**src/rtl/cycle_control.sv**
```systemverilog
// Timing-and-control sequencer for the basic-computer sequence counter: decodes t and issues fetch/decode/execute strobes.
// Optional lock-step checking of the counter against an internal copy is enabled by defining CYCLE_CTRL_SYNC_CHECK_EN.
module cycle_control #(
    parameter int unsigned MEM_TIMEOUT = 15
) (
    input  logic       clk,
    input  logic       rst,
    input  logic       start,
    input  logic [1:0] t,
    input  logic [2:0] ir_op,
    input  logic       mem_ready,
    output logic       hold,
    output logic       sc_rst,
    output logic [3:0] tsig,
    output logic       ar_ld,
    output logic       mem_rd,
    output logic       ir_ld,
    output logic       pc_inc,
    output logic       alu_en,
    output logic       busy,
    output logic       err
);

    typedef enum logic [1:0] {
        S_IDLE = 2'd0,
        S_RUN  = 2'd1,
        S_HALT = 2'd2
    } state_t;

    localparam logic [2:0] OP_HLT       = 3'b111;
    localparam logic [7:0] TIMEOUT_LAST = 8'(MEM_TIMEOUT - 1);

    state_t     state_q, state_d;
    logic [2:0] op_q, op_d;
    logic [7:0] wait_q, wait_d;
    logic       err_q, err_d;
    logic       t_mismatch;

`ifdef CYCLE_CTRL_SYNC_CHECK_EN
    logic [1:0] exp_t_q, exp_t_d;
    assign t_mismatch = (t != exp_t_q);
`else
    assign t_mismatch = 1'b0;
`endif

    always_ff @(posedge clk or negedge rst) begin
        if (!rst) begin
            state_q <= S_IDLE;
            op_q    <= 3'd0;
            wait_q  <= 8'd0;
            err_q   <= 1'b0;
`ifdef CYCLE_CTRL_SYNC_CHECK_EN
            exp_t_q <= 2'd0;
`endif
        end else begin
            state_q <= state_d;
            op_q    <= op_d;
            wait_q  <= wait_d;
            err_q   <= err_d;
`ifdef CYCLE_CTRL_SYNC_CHECK_EN
            exp_t_q <= exp_t_d;
`endif
        end
    end

    always_comb begin
        state_d = state_q;
        op_d    = op_q;
        wait_d  = wait_q;
        err_d   = err_q;
`ifdef CYCLE_CTRL_SYNC_CHECK_EN
        exp_t_d = exp_t_q;
`endif
        hold    = 1'b0;
        sc_rst  = 1'b0;
        tsig    = 4'b0000;
        ar_ld   = 1'b0;
        mem_rd  = 1'b0;
        ir_ld   = 1'b0;
        pc_inc  = 1'b0;
        alu_en  = 1'b0;
        busy    = 1'b0;

        case (state_q)
            S_IDLE, S_HALT: begin
                // Counter is held at 0 here, so the first RUN cycle always sees t=0.
                sc_rst = 1'b1;
                if (start) begin
                    state_d = S_RUN;
                    err_d   = 1'b0;
                    wait_d  = 8'd0;
`ifdef CYCLE_CTRL_SYNC_CHECK_EN
                    exp_t_d = 2'd0;
`endif
                end
            end
            S_RUN: begin
                busy = 1'b1;
                tsig = 4'b0001 << t;
                if (t_mismatch) begin
                    err_d   = 1'b1;
                    state_d = S_HALT;
                end else begin
                    case (t)
                        2'd0: ar_ld = 1'b1;
                        2'd1: begin
                            mem_rd = 1'b1;
                            if (mem_ready) begin
                                ir_ld  = 1'b1;
                                pc_inc = 1'b1;
                                op_d   = ir_op;
                                wait_d = 8'd0;
                            end else begin
                                hold   = 1'b1;
                                wait_d = wait_q + 8'd1;
                                if (wait_q == TIMEOUT_LAST) begin
                                    err_d   = 1'b1;
                                    state_d = S_HALT;
                                end
                            end
                        end
                        2'd2: ;
                        default: begin
                            if (op_q != OP_HLT) alu_en  = 1'b1;
                            else                state_d = S_HALT;
                        end
                    endcase
                end
`ifdef CYCLE_CTRL_SYNC_CHECK_EN
                if (!hold) exp_t_d = exp_t_q + 2'd1;
`endif
            end
            default: state_d = S_IDLE;
        endcase
    end

    assign err = err_q;

endmodule

```
**config.mk**
```make
export PLATFORM = sky130hd
export DESIGN_NAME = cycle_control
export DESIGN_NICKNAME = d
export VERILOG_FILES = /design/src/rtl/cycle_control.sv
export SDC_FILE = /design/constraint.sdc
export NUM_CORES = 1
export LEC_CHECK = 0
export ABC_AREA = 1
export CAP_MARGIN = 20
export CORE_UTILIZATION = 30
export DETAILED_ROUTE_END_ITERATION = 7
export PLACE_DENSITY_LB_ADDON = 0.1
export RECOVER_POWER = 100
export SYNTH_ARGS = -nofsm -noshare
export SYNTH_HDL_FRONTEND = slang
export SYNTH_SLANG_ARGS = --single-unit
```
**constraint.sdc**
```tcl
create_clock -name clk -period 2.9 [get_ports clk]
set_clock_uncertainty 0.2 [all_clocks]
set_input_delay 0.58 -clock clk [delete_from_list [all_inputs] [get_ports clk]]
set_output_delay 0.58 -clock clk [all_outputs]
set_load 0.01 [all_outputs]
```
======== Yosys cells after proc, flatten, opt, wreduce, memory -nomap -nowiden ========
Index checks and enable logic that the tools add are counted.
Widths: inputs -> output; s select.
operators by class
  equality and inequality tests ........... 14
  mux-type cells .......................... 31
  reduce and logical (&&, ||, !) cells .... 10
  add/subtract/negate cells ............... 1
  shift operators ......................... 1
operators with widths
  operator             number
  $mux 8               3
  $mux 1               19
  $pmux 8 s2           1
  $ne 3x3->1 const B   4
  $ne 2x2->1 const B   5
  $reduce_and 5->1     2
  $add 8x1->8 const B  1
  $eq 8x4->1 const B   1
  $mux 2               4
  $pmux 2 s2           2
  $reduce_and 3->1     2
  $eq 2x1->1 const B   2
  $eq 2x2->1 const B   2
  $logic_not 2->1      2
  $mux 4               1
  $reduce_or 2->1      2
  $shl 1x2->4 const A  1
  $reduce_or 3->1      1
  $pmux 1 s2           1
  $reduce_bool 2->1    1
storage, ports and cells
  word-level logic and storage cells ...... 61
  input bits .............................. 9
  register bits ........................... 14

======== Depth between registers and ports, before layout ========
Gate-level depths: netlist (run 1).
  depth in word-level cells ............... 5
  gate-level depth with buffers ........... 8

======== Worst setup path after synthesis (run 1) ========
OpenSTA, ideal clock, no wires.
  path type ............................... input port to output port
  start ................................... input port t[1]
  end ..................................... output port tsig[1]
  setup slack ............................. 0.910 ns
  stages on the path ...................... 4
  required time ........................... 2.120 ns
  data arrival time ....................... 1.210 ns
  cells stage by stage .................... inv_1 nand2_1 nor2_1 buf_4
between the ends
  word-level cells in the longest chain between the ends .. 2
RTL lines
  element          RTL line  source
  start, declared  9         input logic [1:0] t,
  $shl 1x2->4      99        tsig = 4'b0001 << t;
  $mux 4           84        case (state_q)
  end, declared    14        output logic [3:0] tsig,
No other way between the ends.

======== Worst setup path in the final report (run 1) ========
  start ................................... input port t[1]
  end ..................................... output port alu_en
between the ends
  word-level cells in the longest chain between the ends .. 4
  elaborated cells on any way between the ends .. 6
  classes of those cells .................. 2 x eq/ne; 2 x mux; 2 x reduce/logical
RTL lines
  element                                   RTL line  source
  $eq 2x2->1, or another cell as far along  104       case (t)
  $reduce_or 3->1 (no source line) *        n/a
  $mux 1 *                                  104
  $mux 1 *                                  84
  end, declared                             19        output logic alu_en,
Mark *: on every way between the ends. The rest lies on a longest branch, timed or not.

==> flow_metrics.py, run 1 <==
metrics = {
    "pwr": {
        "switching_share": 0.3970,
        "comb_power_share": 0.446,
        "peakVddDrop_v": 0.0002775,
        "power_switching_w": 0.0003043,
        "seqPwrFrac": 0.368,
        "cellPowerDensity_nw_per_um2": 661.0,
        "p_leak_nw": 0.5939,
        "p_int_w": 0.0004623,
        "finalPower_w": 0.0007666,
        "clockPowerShare": 0.186,
    },
    "worst_setup_path": {
        "worstPathMaxFanout": 3,
        "critPathCapture": "alu_en",
        "crit_path_top_delay_cell": "clkdlybuf4s50_1",
        "reg2reg_depth": 8,
        "reg2reg_from": "state_q[0]$_DFFE_PN0P_",
        "reg2reg_slack_ps": 1120,
        "crit_type": "in -> out",
        "cp-start-kind": "primary input",
        "crit_path_frequent_cell": "clkdlybuf4s50_1",
        "arrival_ps": 2070,
        "crit_required_ps": 2120,
        "critical_path.max_stage_delay_ps": 530,
        "r2r-end": "wait_q[3]$_DFFE_PN0P_",
        "crit_start": "t[1]",
        "critPathCaptureType": "output port",
        "crit_chain": "clkdlybuf4s50_1 > inv_1 > nor3_1 > and2_1 > clkdlybuf4s50_1",
    },
    "finish": {
        "final_core_util": 0.4135,
        "layout_commonest_cell": "nand2_1",
        "drive_gt1_frac": 0.07383,
        "ff_latch_area_um2": 350.3,
        "final_cells": 180,
        "fillCellCount": 305,
        "most-common-layout-cells": "32 x nand2_1, 21 x inv_1, 17 x clkdlybuf4s50_1",
        "fin_nets": 161,
        "multi_input_area_um2": 422.9,
        "antennaDiodeCount": 0,
        "syn_to_final_growth_pct": 29.29,
    },
    "grt": {
        "grt_max_degree": 15,
        "grt_pass1_wl_um": 3498,
        "track_usage": 0.1414,
        "grt_pass1_vias": 806,
        "antenna_found_initial": 0,
        "gr-total-overflow": 0,
    },
    "logic_synthesis": {
        "synth_top_area_cell": "dfrtp_1",
        "synth_area_um2": 897.1,
        "syn_nets": 135,
        "yosys-top-cells-area": "dfrtp_1 39%, nand2_1 13%, inv_1 7.9%",
        "syn-mean-instance-area_um2": 7.235,
        "synth_cell_types": 22,
        "yosysWarnings": 0,
        "yosysTopAreaCellShare": 0.3905,
        "ys_ff_latch": 14,
        "syn_inst": 124,
        "yosysSeqAreaShare": 0.3905,
    },
    "hold_path": {
        "hold_path.class": "reg -> reg",
    },
    "timing": {
        "worst_pin_slew_ps": 680.9,
        "max_freq_mhz": 350.6,
        "hold_ws_ps": 306.5,
        "report.final.slew_viol_count": 0,
        "period_minus_slack_ps": 2852,
        "setup_violations": 0,
        "relSlewSlack": 0.5446,
        "rsz0062_at_grt": "yes",
        "hold_violations": 0,
        "fin_crit_sh": 0.9836,
    },
    "floorplanning": {
        "io_pins": 22,
        "core_um2": 2805,
        "start_util": 0.3198,
        "die_area_um2": 3213,
        "die_h_um": 56.69,
        "num_rows": 19,
        "fp.dieW_um": 56.69,
    },
    "detailed_routing": {
        "drc": 0,
        "drt_pre_antenna_iters": 4,
        "vias": 832,
        "postRouteAntennaNets": 0,
        "via_per_inst": 4.622,
        "wl_um": 1984,
        "drtIter0Drc": 7,
        "wl_per_cell_um": 11.02,
    },
    "cts": {
        "cts_tree": "yes",
        "root_buffer": "clkbuf_4",
        "clock-sinks": 14,
        "post_cts_buffers": 0,
        "htree_levels": 1,
        "cts_resized": 0,
        "clock_latency_ps": 280,
        "clockBufferDepth": 2,
        "cts_hold_buf": 0,
        "numCtsBuffers": 3,
        "clk_pin_slew_ps": 90,
    },
    "placement": {
        "gp_congestion": 0.8304,
        "portBuffers": 21,
        "dp_hpwl_um": 1576,
        "post-place-cells": 176,
    },
    "status": {
        "outcome": "finished clean",
    },
    "flow_run": {
        "cap_violations": 0,
    },
}
-- layout make-up --
cell class | count | share of cell area
Clock buffer | 4 | 0.03128
Tap cell | 31 | 0.03344
Sequential cell | 14 | 0.3021
Timing Repair Buffer | 24 | 0.1974
Inverter | 22 | 0.07120
Multi-Input combinational cell | 85 | 0.3646
-- through the flow --
step                      setup slack [ps]  setup TNS (ps)  area, um^2
after floorplan                      910.1               0       897.1
after global placement               51.46               0        1146
final                                47.68               0        1160
after detailed placement             52.63               0        1146
after global routing                -2.956          -2.956        1160
after CTS                            46.46               0        1182
-- kinds of logic (layout without fill, tap and decap cells) --
group / count (synthesis) / count (layout) / synth area share
buf+inv: 25 / 50 / 0.1172
fa+ha+maj: 2 / 2 / 0.02789
flops: 14 / 14 / 0.3905
simple gates: 65 / 65 / 0.3473
compound gates: 18 / 18 / 0.1172
-- power by group through the flow --
stage / Clock (W) / Combinational, W / Sequential, W
detailed placement: 0 / 0.000364 / 0.000287
finish: 0.000143 / 0.000342 / 0.000282
global placement: 0 / 0.000363 / 0.000287
floorplan: 0 / 0.000237 / 0.000279
CTS: 0.000153 / 0.000365 / 0.000284
global route: 0.000159 / 0.000388 / 0.000290
-- routing by layer --
metal / share of wire / track usage / up-vias
met4: 0.0096 / 0.03214 / 0
met5: 0 / 0 / -
met1: 0.49 / 0.1771 / 378
met2: 0.47 / 0.2330 / 9
met3: 0.029 / 0.04839 / 2
li1: - / - / 443
-- worst min-delay path by stage --
| stage | startpoint | to | cells after the start |
|---|---|---|---|
| after floorplan | rst | err$_DFFE_PN0P_ | 0 |
| after global placement | op_q[2]$_DFFE_PN0P_ | op_q[2]$_DFFE_PN0P_ | 2 |
| after detailed placement | op_q[2]$_DFFE_PN0P_ | op_q[2]$_DFFE_PN0P_ | 2 |
| after CTS | op_q[2]$_DFFE_PN0P_ | op_q[2]$_DFFE_PN0P_ | 2 |
| after global routing | err$_DFFE_PN0P_ | err$_DFFE_PN0P_ | 2 |
| final | op_q[2]$_DFFE_PN0P_ | op_q[2]$_DFFE_PN0P_ | 2 |
-- sequential cells by signal, summed over array words and instances (netlist names) --
name	flops
wait_q	8
op_q	3
state_q	2
err	1
-- critical path, delay by kind of cell --
kind	cells	cell delay [ps]
simple gates	2	380
buf+inv	3	1100
-- cells in the mapped netlist (all sizes together) --
cell type	instances
nor2	15
o21ai	7
nand4	3
nand2	33
o211ai	1
o21bai	2
a21oi	8
ha	2
nand3	12
buf	3
inv	22
nor3	1
dfrtp	14
and2	1
Note: power is estimated with default switching activity, not from simulation.
==> run 2: changes to the inputs <==
--- a/config.mk
+++ b/config.mk
@@ -9,8 +9,10 @@
 export CAP_MARGIN = 20
 export CORE_UTILIZATION = 30
 export DETAILED_ROUTE_END_ITERATION = 7
+export GPL_TIMING_DRIVEN = 0
 export PLACE_DENSITY_LB_ADDON = 0.1
 export RECOVER_POWER = 100
+export SKIP_CTS_REPAIR_TIMING = 1
 export SYNTH_ARGS = -nofsm -noshare
 export SYNTH_HDL_FRONTEND = slang
 export SYNTH_SLANG_ARGS = --single-unit
==> flow_metrics.py, run 2 (synthesis gave the netlist of run 1 again) <==
metrics = {
    "floorplanning": {
        "core_um2": 2805,
        "die_h_um": 56.69,
        "num_rows": 19,
        "die_area_um2": 3213,
        "start_util": 0.3198,
        "fp.dieW_um": 56.69,
        "io_pins": 22,
    },
    "worst_setup_path": {
        "critical_path.max_stage_delay_ps": 520,
        "arrival_ps": 2100,
        "crit_chain": "clkdlybuf4s50_1 > inv_1 > nand2_2 > nor2_4 > buf_4 > clkdlybuf4s50_1",
        "cp-start-kind": "primary input",
        "worstPathMaxFanout": 7,
        "reg2reg_from": "state_q[1]$_DFFE_PN0P_",
        "crit_path_frequent_cell": "clkdlybuf4s50_1",
        "crit_path_top_delay_cell": "clkdlybuf4s50_1",
        "crit_type": "in -> out",
        "reg2reg_depth": 8,
        "crit_required_ps": 2120,
        "critPathCaptureType": "output port",
        "crit_start": "t[1]",
    },
    "detailed_routing": {
        "wl_per_cell_um": 10.83,
        "drtIter0Drc": 12,
        "drc": 0,
        "via_per_inst": 4.622,
        "drt_pre_antenna_iters": 4,
        "postRouteAntennaNets": 0,
        "vias": 832,
        "wl_um": 1950,
    },
    "grt": {
        "grt_pass1_wl_um": 3512,
        "grt_pass1_vias": 787,
        "track_usage": 0.1396,
        "grt_max_degree": 15,
        "antenna_found_initial": 0,
        "gr-total-overflow": 0,
    },
    "pwr": {
        "power_switching_w": 0.0003108,
        "peakVddDrop_v": 0.0002546,
        "p_int_w": 0.0004468,
        "comb_power_share": 0.483,
        "p_leak_nw": 0.5943,
        "cellPowerDensity_nw_per_um2": 636.0,
        "seqPwrFrac": 0.376,
        "clockPowerShare": 0.140,
        "switching_share": 0.4102,
    },
    "cts": {
        "clock-sinks": 14,
        "root_buffer": "clkbuf_4",
        "cts_tree": "yes",
        "clock_latency_ps": 270,
        "clk_pin_slew_ps": 80,
        "htree_levels": 1,
        "clockBufferDepth": 2,
        "numCtsBuffers": 3,
    },
    "finish": {
        "drive_gt1_frac": 0.1409,
        "regMostFlops": "wait_q",
        "top_regs": "wait_q (8), op_q (3), state_q (2)",
        "multi_input_area_um2": 456.7,
        "largest_reg_flops": 8,
        "fillCellCount": 315,
        "syn_to_final_growth_pct": 32.78,
        "most-common-layout-cells": "30 x nand2_1, 20 x clkdlybuf4s50_1, 19 x inv_1",
        "antennaDiodeCount": 0,
        "ff_latch_area_um2": 350.3,
        "fin_nets": 162,
        "layout_commonest_cell": "nand2_1",
    },
    "hold_path": {
        "hold_depth": 2,
        "hold_path.class": "reg -> reg",
        "hold_start": "op_q[2]$_DFFE_PN0P_",
    },
    "timing": {
        "hold_ws_ps": 300.3,
        "fin_crit_sh": 0.9946,
        "rsz0062_at_grt": "yes",
        "setup_violations": 0,
        "max_freq_mhz": 346.7,
        "relSlewSlack": 0.5707,
        "hold_violations": 0,
        "report.final.slew_viol_count": 0,
        "setup_ws_ps": 15.64,
        "period_minus_slack_ps": 2884,
        "worst_pin_slew_ps": 641.8,
    },
    "placement": {
        "gp_congestion": 0.8008,
        "dp_hpwl_um": 1550,
        "portBuffers": 21,
        "dp_slack_ps": -99.11,
    },
    "flow_run": {
        "cap_violations": 0,
    },
    "status": {
        "outcome": "finished clean",
    },
}
==> run 2: changes by cell type in the layout (fill, tap and decap cells not counted), sizes merged <==
cell and change:
buf +3, clkdlybuf4s50 +3, clkbuf -3, dlygate4sd3 -3
==> run 2: final cells by class <==
type | instances | area share
clock buffers | 3 | 0.01891
flip-flops and latches | 14 | 0.2941
inverters | 22 | 0.06933
well taps | 31 | 0.03256
repair buffers | 22 | 0.1828
plain buffers | 3 | 0.01891
multi-input cells | 85 | 0.3834
==> run 2: layer usage <==
metal  wire length (um)  vias up  part of all wire  GRT usage
met5                  0        -                 0          0
met4                 19        0            0.0097    0.03214
met3                 72        2             0.037    0.04839
met2                895       17              0.46     0.2143
met1                962      372              0.49     0.1872
li1                   -      441                 -          -
==> run 2: worst paths after layout <==
check                                         endpoint  slack (ps)
min in group asynchronous        wait_q[5]$_DFFE_PN0P_         560
worst max-delay path                            pc_inc          20
worst min-delay path               op_q[2]$_DFFE_PN0P_         300
max in group asynchronous          op_q[2]$_DFFE_PN0P_        1520
worst min register to register     op_q[2]$_DFFE_PN0P_         300
worst max register to register  state_q[0]$_DFFE_PN0P_        1310
==> run 2: worst max-delay path, delay by kind of cell <==
family,cells,cell delay [ps]
buf+inv,4,1230
simple gates,2,300
==> run 2: metrics by stage <==
| stage | total power (W) | utilization | cell area, um^2 | setup TNS (ps) | cells |
|---|---|---|---|---|---|
| floorplan | 0.0005151 | - | 897.1 | 0 | 124 |
| detailed placement | 0.0006478 | 0.4086 | 1146 | -188.7 | 176 |
| global route | 0.0008303 | 0.4246 | 1191 | -163.1 | 180 |
| finish | 0.0007576 | 0.4246 | 1191 | 0 | 180 |
| CTS | 0.0007614 | 0.4166 | 1169 | -200.4 | 179 |
| global placement | 0.0006469 | 0.4086 | 1146 | -176.3 | 176 |
==> run 2: power by group through the flow <==
stage | clock network, W | logic, W | registers, W
after detailed placement | 0 | 0.000360 | 0.000288
after CTS | 0.000116 | 0.000361 | 0.000284
after floorplan | 0 | 0.000237 | 0.000279
final | 0.000106 | 0.000366 | 0.000285
after global routing | 0.000126 | 0.000411 | 0.000293
after global placement | 0 | 0.000360 | 0.000287
==> run 3: changes to the inputs <==
==> constraint.sdc (replaced) <==
create_clock -name clk -period 2.95 [get_ports clk]
set_clock_uncertainty 0.2 [all_clocks]
set_input_delay 0.59 -clock clk [delete_from_list [all_inputs] [get_ports clk]]
set_output_delay 0.59 -clock clk [all_outputs]
set_load 0.01 [all_outputs]
==> flow_metrics.py, run 3 (synthesis gave the netlist of run 1 again) <==
metrics = {
    "hold_path": {
        "hold_path.class": "reg -> reg",
    },
    "worst_setup_path": {
        "crit_required_ps": 2160,
        "arrival_ps": 2110,
        "worstPathMaxFanout": 7,
        "cp-start-kind": "primary input",
        "critPathCaptureType": "output port",
        "crit_type": "in -> out",
    },
    "floorplanning": {
        "start_util": 0.3198,
        "die_area_um2": 3213,
        "io_pins": 22,
        "fp.dieW_um": 56.69,
        "die_h_um": 56.69,
        "core_um2": 2805,
        "num_rows": 19,
    },
    "finish": {
        "drive_gt1_frac": 0.1409,
        "fin_nets": 162,
        "regMostFlops": "wait_q",
        "top_regs": "wait_q (8), op_q (3), state_q (2)",
        "largest_reg_flops": 8,
        "layout_commonest_cell": "nand2_1",
        "syn_to_final_growth_pct": 32.78,
        "final_cells": 180,
        "antennaDiodeCount": 0,
        "most-common-layout-cells": "30 x nand2_1, 20 x clkdlybuf4s50_1, 19 x inv_1",
    },
    "detailed_routing": {
        "wl_per_cell_um": 10.83,
        "vias": 832,
        "wl_um": 1950,
        "drt_pre_antenna_iters": 4,
        "postRouteAntennaNets": 0,
        "via_per_inst": 4.622,
        "drc": 0,
        "drtIter0Drc": 14,
    },
    "cts": {
        "htree_levels": 1,
        "clock_latency_ps": 270,
        "numCtsBuffers": 3,
        "clock-sinks": 14,
        "clk_pin_slew_ps": 80,
        "cts_tree": "yes",
        "root_buffer": "clkbuf_4",
        "clockBufferDepth": 2,
    },
    "placement": {
        "post-place-cells": 176,
        "gp_congestion": 0.8008,
        "dp_hpwl_um": 1550,
        "dp_slack_ps": -69.11,
        "portBuffers": 21,
    },
    "grt": {
        "grt_pass1_vias": 787,
        "grt_pass1_wl_um": 3512,
        "gr-total-overflow": 0,
        "grt_max_degree": 15,
        "antenna_found_initial": 0,
        "track_usage": 0.1396,
    },
    "timing": {
        "rsz0062_at_grt": "yes",
        "relSlewSlack": 0.5707,
        "worst_pin_slew_ps": 641.8,
        "setup_violations": 0,
        "setup_ws_ps": 45.64,
        "report.final.slew_viol_count": 0,
        "fin_crit_sh": 0.9845,
        "hold_violations": 0,
        "period_minus_slack_ps": 2904,
        "max_freq_mhz": 344.3,
    },
    "pwr": {
        "cellPowerDensity_nw_per_um2": 625.2,
        "peakVddDrop_v": 0.0002502,
        "p_leak_nw": 0.5943,
    },
    "flow_run": {
        "cap_violations": 0,
    },
    "status": {
        "outcome": "finished clean",
    },
}
[run 3: path summary, 6_finish.rpt]
| check | from | to | slack (ps) | depth (start not counted) |
|---|---|---|---|---|
| setup / recovery | t[1] | pc_inc | 50 | 6 |
| hold / removal | op_q[2]$_DFFE_PN0P_ | op_q[2]$_DFFE_PN0P_ | 300 | 2 |
| setup reg to reg | state_q[1]$_DFFE_PN0P_ | state_q[0]$_DFFE_PN0P_ | 1360 | 8 |
| hold reg to reg | op_q[2]$_DFFE_PN0P_ | op_q[2]$_DFFE_PN0P_ | 300 | 2 |
| max in group asynchronous | rst | op_q[2]$_DFFE_PN0P_ | 1560 | 1 |
| min in group asynchronous | rst | wait_q[5]$_DFFE_PN0P_ | 570 | 1 |
[run 3: per-stage QoR]
step | utilization | setup TNS (ps) | instance area (um^2) | power [W] | hold WS [ps]
global placement | 0.4086 | -106.4 | 1146 | 0.0006359 | 282.8
CTS | 0.4166 | -123.8 | 1169 | 0.0007485 | 310.5
detailed placement | 0.4086 | -116.8 | 1146 | 0.0006368 | 291.8
floorplan | - | 0 | 897.1 | 0.0005063 | 94.41
global route | 0.4246 | -48.99 | 1191 | 0.0008163 | 346.2
finish | 0.4246 | 0 | 1191 | 0.0007447 | 300.3
[run 3: report_power, final]
group          switching [W]  total [W]  internal, W
sequential         0.0000444   0.000280     0.000236
clock              0.0000571   0.000104    0.0000473
combinational       0.000204   0.000360     0.000156
total               0.000306   0.000745     0.000439
[run 3: layout make-up]
| class | instances | area (um^2) |
|---|---|---|
| Sequential cell | 14 | 350.3 |
| Inverter | 22 | 82.58 |
| Timing Repair Buffer | 22 | 217.7 |
| Fill cell | 315 | 1614 |
| Clock buffer | 3 | 22.52 |
| Buffer | 3 | 22.52 |
| Multi-Input combinational cell | 85 | 456.7 |
| Tap cell | 31 | 38.79 |
[run 3: routing by layer]
layer | vias to the layer above | share of wire | GRT usage
met4 | 0 | 0.0097 | 0.03214
li1 | 441 | - | -
met2 | 17 | 0.46 | 0.2143
met5 | - | 0 | 0
met1 | 372 | 0.49 | 0.1872
met3 | 2 | 0.037 | 0.04839
[run 3: worst max-delay path, stage by stage]
cell and delay, ps:
clkdlybuf4s50_1 450, inv_1 130, nand2_2 130, nor2_4 170, buf_4 130, clkdlybuf4s50_1 520
